$ cat src/rtl/adc045_avg.sv
// Decimating averager for the adc045 sample stream: per-channel mean of 2**LOG2_N samples,
// emitted through a 2-entry valid/ready queue with overrun detection.
module adc045_avg #(
  parameter int DATA_W = 24,
  parameter int LOG2_N = 3
) (
  input  logic                     clk,
  input  logic                     rst,
  input  logic signed [DATA_W-1:0] in_data,
  input  logic                     in_channel,
  input  logic                     in_valid,
  input  logic                     clear,
  output logic        [DATA_W-1:0] out_data,
  output logic                     out_channel,
  output logic                     out_valid,
  input  logic                     out_ready,
  output logic                     overrun,
  output logic                     overrun_flag
);

  localparam int AW = DATA_W + LOG2_N;
  localparam int CW = (LOG2_N == 0) ? 1 : LOG2_N;
  // With LOG2_N=0 the 1-bit counter stays at 0, so every sample completes.
  localparam logic [CW-1:0] CNT_MAX = CW'((1 << LOG2_N) - 1);

  typedef enum logic [1:0] {Q_EMPTY, Q_ONE, Q_FULL} q_state_t;

  logic signed [AW-1:0] r_acc [2];
  logic        [CW-1:0] r_cnt [2];

  q_state_t          r_state, w_next;
  logic [DATA_W-1:0] r_head_data, r_q1_data;
  logic              r_head_ch, r_q1_ch;
  logic              r_overrun, r_flag;

  logic signed [AW-1:0] w_sum;
  logic [DATA_W-1:0]    w_result;
  logic                 w_last, w_push, w_pop;
  logic                 w_load_head, w_head_from_q1, w_load_q1, w_drop;

  always_comb begin
    w_sum    = r_acc[in_channel] + AW'(in_data);
    w_result = DATA_W'(w_sum >>> LOG2_N);
    w_last   = (r_cnt[in_channel] == CNT_MAX);
    w_push   = in_valid && w_last && !clear;
    w_pop    = (r_state != Q_EMPTY) && out_ready;
  end

  always_ff @(posedge clk) begin
    if (rst || clear) begin
      for (int unsigned c = 0; c < 2; c++) begin
        r_acc[c] <= '0;
        r_cnt[c] <= '0;
      end
    end else if (in_valid) begin
      if (w_last) begin
        r_acc[in_channel] <= '0;
        r_cnt[in_channel] <= '0;
      end else begin
        r_acc[in_channel] <= w_sum;
        r_cnt[in_channel] <= r_cnt[in_channel] + 1'b1;
      end
    end
  end

  always_comb begin
    w_next         = r_state;
    w_load_head    = 1'b0;
    w_head_from_q1 = 1'b0;
    w_load_q1      = 1'b0;
    w_drop         = 1'b0;
    case (r_state)
      Q_EMPTY: begin
        if (w_push) begin
          w_next      = Q_ONE;
          w_load_head = 1'b1;
        end
      end
      Q_ONE: begin
        if (w_push && w_pop) begin
          w_load_head = 1'b1;
        end else if (w_push) begin
          w_load_q1 = 1'b1;
          w_next    = Q_FULL;
        end else if (w_pop) begin
          w_next = Q_EMPTY;
        end
      end
      Q_FULL: begin
        if (w_pop) begin
          w_load_head    = 1'b1;
          w_head_from_q1 = 1'b1;
          if (w_push) w_load_q1 = 1'b1;
          else        w_next    = Q_ONE;
        end else if (w_push) begin
          w_drop = 1'b1;
        end
      end
      default: w_next = Q_EMPTY;
    endcase
    if (clear) begin
      w_next      = Q_EMPTY;
      w_load_head = 1'b0;
      w_load_q1   = 1'b0;
    end
  end

  always_ff @(posedge clk) begin
    if (rst) begin
      r_state     <= Q_EMPTY;
      r_head_data <= '0;
      r_head_ch   <= 1'b0;
      r_q1_data   <= '0;
      r_q1_ch     <= 1'b0;
      r_overrun   <= 1'b0;
      r_flag      <= 1'b0;
    end else begin
      r_state <= w_next;
      if (w_load_head) begin
        r_head_data <= w_head_from_q1 ? r_q1_data : w_result;
        r_head_ch   <= w_head_from_q1 ? r_q1_ch   : in_channel;
      end
      if (w_load_q1) begin
        r_q1_data <= w_result;
        r_q1_ch   <= in_channel;
      end
      r_overrun <= w_drop;
      if (clear)       r_flag <= 1'b0;
      else if (w_drop) r_flag <= 1'b1;
    end
  end

  assign out_data     = r_head_data;
  assign out_channel  = r_head_ch;
  assign out_valid    = (r_state != Q_EMPTY);
  assign overrun      = r_overrun;
  assign overrun_flag = r_flag;

endmodule
$ cat config.mk
export PLATFORM = sky130hd
export DESIGN_NAME = adc045_avg
export DESIGN_NICKNAME = d
export VERILOG_FILES = /design/src/rtl/adc045_avg.sv
export SDC_FILE = /design/constraint.sdc
export NUM_CORES = 1
export LEC_CHECK = 0
export ABC_AREA = 1
export ABC_CLOCK_PERIOD_IN_PS = 2700
export CORE_MARGIN = 4
export CORE_UTILIZATION = 38
export DETAILED_ROUTE_END_ITERATION = 12
export PLACE_DENSITY = 0.67
export SLEW_MARGIN = 10
export SYNTH_ARGS = -nofsm -noshare
export SYNTH_HDL_FRONTEND = slang
export SYNTH_SLANG_ARGS = --single-unit
export TNS_END_PERCENT = 100
$ cat constraint.sdc
create_clock -name clk -period 2.7 [get_ports clk]
set_input_delay 0.54 -clock clk [delete_from_list [all_inputs] [get_ports clk]]
set_output_delay 0.54 -clock clk [all_outputs]
set_load 0.01 [all_outputs]
==> run metrics <==
CTS tree=built; Util after Layout=0.511; final instance count without filler cells=1378; CP Capture Type=flop; Detailed Route WL=20.6 mm; first-pass GRT wire length=33.1 mm; CTS Hold Buffers Added=0; Slew headroom=0.781; root buffer cell=clkbuf_16; Area contributors post-synth=edfxtp_1, nand2_1, dfxtp_1, inv_1, nor2_1; GP Congestion=0.906; Die Footprint=20700 µm²; Critical Path RT=roughly 2900 ps; RR Endpoint=r_acc[1][26]$_SDFFCE_PN0P_; initial antenna violation count=0; via count of the routed design=6749; Synth Area in XOR/XNOR=0.0228; First DRT Iteration DRCs=508; largest fanout on the critical path=28; Clk network pwr share=0.434; Hold WS=459 ps; Place WS=-578 ps; Post-synth EDFFs=60; P&R area growth vs syn=31.5%; DR top layer=met4; CORE AREA=18100 µm²; mux cell area share after synthesis=0; vias in the first global route=about 6600; # setup viols final=0; Initial Util=0.389; post-synthesis cell count=roughly 1000; Placed Cells=~1300; cts bufs inserted=17; Worst-Margin Slew=328 ps; Seq/Total Area, Yosys=0.410; top cells by count, synth=nand2_1, inv_1, nor2_1, a21oi_1, edfxtp_1; count leader, synth=nand2_1; post-route ant nets=0; Worst R2R Start=r_acc[1][16]$_SDFFCE_PN0P_; Synth Area in Simple Gates=0.309; R2R Setup Slk=420 ps; Total GRT Usage=0.203; Mapped Area=7030 µm²; hold_sp=r_q1_data[1]$_SDFFE_PP0P_; post-synthesis sequential element count=114; post-DP HPWL=about 15 mm; HP Class=flop to flop; clock tree sinks=114; skew final=approximately 12 ps; First-pass DRT Iterations=5; wire per inst=15.0 µm; Max Root-Sink Buffers=2; critical path type=input pin to flop; Synth Warn #=0; async set-reset flop share out of synthesis=0; P_int=3700 µW; port buffer count=between 50 and 60; io pins=58; Nets=1200; Rows=49; Period Utilization, post-route=0.921; Final min period=2490 ps; switching fraction of total power=0.273; worst-skew pair later-pin latency=410 ps; CP arrival=around 2600 ps; top-area cell type share of the netlist area=0.256; Die Span Y=approximately 140 µm; PnR worst setup slack=214 ps; diode count=0; worst hold path depth=2; largest family of logic cells by synthesized area=simple AND/OR/NAND/NOR gates; fmax=0.402 GHz; Tot Pwr=approximately 5000 µW; RSZ-0062 raised after global routing=false; die width=144 µm; area leader, netlist=edfxtp_1; pin count of the biggest net entering global routing=38; register share of total power=0.371; met2 WL=between 9 and 10 mm; routed vias/inst=roughly 4.9; Hold Path End=r_q1_data[1]$_SDFFE_PP0P_; Synth Area in Compound Gates=0.0985; Worst R2R Path Depth=14; Psw=1390 µW; PwrDens=552 nW/µm²; met3 routed WL=1.32 mm; Post-Syn Area per Cell=approximately 7 µm²; layout cells sized above 1=0.161; adder-cell share of the synthesized area=0.0616; post-synth net total=roughly 1100; Top FF cell, synth=edfxtp_1; number of max-cap violations=0; Netlist cell types=40; CTS H-tree lvls=4; status=complete, no violations; endpoints failing hold=0; DR DRC count=0; Gate power share=0.196; Met1 Wirelength=9.65 mm; cell leakage power=approximately 0.0047 µW; Peak supply drop=0.000365 V; Startpoint Class=input pin; Remaining Overflow, GRT=0; clk slew on worst S/H paths=around 60 ps; Slew Viols, Final=0
sequential cells by signal (all words and copies together), names as in the netlist:
register	flops
out_channel	1
out_data	24
overrun	1
overrun_flag	1
r_acc	54
r_cnt	6
r_q1_ch	1
r_q1_data	24
r_state	2
cell type report:
cell class / instances / area, µm²
Clock inverter: 9 / 103
Sequential cell: 114 / 2880
Clock buffer: 23 / 478
Multi-Input combinational cell: 701 / 3500
Tap cell: 229 / 287
Timing Repair Buffer: 161 / 1460
Inverter: 141 / 531
Fill cell: 1696 / 8850
stage by stage:
stage	area [µm²]	TNS [ps]
after detailed placement	8590	-46160
final	9240	0
after floorplan	7030	0
after global routing	9240	0
after global placement	8590	-43870
after CTS	9190	0
timing repair:
item	CTS	global route
pin swaps	1	0
resized for setup	5	7
buffers inserted	1	0
setup endpoints to repair	61	15
cloned	0	1
worst max-delay path by stage:
stage,from,end,slack [ps],cells after the start
final,in_channel,r_acc[1][26]$_SDFFCE_PN0P_,210,17
after global routing,in_channel,r_acc[1][26]$_SDFFCE_PN0P_,20,17
after CTS,in_channel,out_data[2]$_SDFFE_PP0P_,140,19
after detailed placement,in_channel,r_acc[1][24]$_SDFFCE_PN0P_,-580,15
after global placement,in_channel,r_acc[0][24]$_SDFFCE_PN0P_,-560,15
after floorplan,in_channel,r_acc[0][16]$_SDFFCE_PN0P_,50,16
worst max-delay path, cell delays in order:
cell      delay, ps
clkbuf_2        200
inv_2            70
buf_12          170
nand2_1          70
nand2_1          90
ha_1            350
buf_4           180
nand2_1         120
inv_1            50
nand2_1          60
nand2_1          70
inv_1            60
nand2_1         100
a21oi_1         150
nand3_1         170
nand3_2         140
nor2_1           50
cells by family after synthesis:
| group | count (synthesis) |
|---|---|
| buf+inv | 172 |
| simple gates | 528 |
| fa+ha+maj | 34 |
| xor+xnor | 14 |
| compound gates | 125 |
| flops | 114 |
placed cells by master (no fill, tap or decap), types with 10 or more instances in the layout:
| cell | instances |
|---|---|
| o21ai_1 | 29 |
| a21oi_1 | 61 |
| nor2_1 | 116 |
| inv_2 | 15 |
| nor2_2 | 10 |
| clkbuf_16 | 18 |
| dfxtp_1 | 54 |
| ha_1 | 32 |
| buf_4 | 95 |
| clkdlybuf4s50_1 | 56 |
| o21ai_0 | 16 |
| nand2_1 | 327 |
| inv_1 | 122 |
| nand3_1 | 48 |
| edfxtp_1 | 60 |
power groups by stage:
stage / logic [µW] / clock network, µW / registers, µW
6_report: 998 / 2210 / 1890
5_1_grt: 1100 / 2320 / 1890
4_1_cts: 975 / 2230 / 1890
3_3_place_gp: 956 / 0 / 1920
3_5_place_dp: 961 / 0 / 1920
2_1_floorplan: 525 / 0 / 1920
layer usage:
layer / GRT usage / vias to the layer above
met2: 0.325 / 243
met4: 0.0605 / 0
met5: 0 / -
met3: 0.0317 / 28
li1: - / 3412
met1: 0.286 / 3066
(Power assumes the default switching activity.)
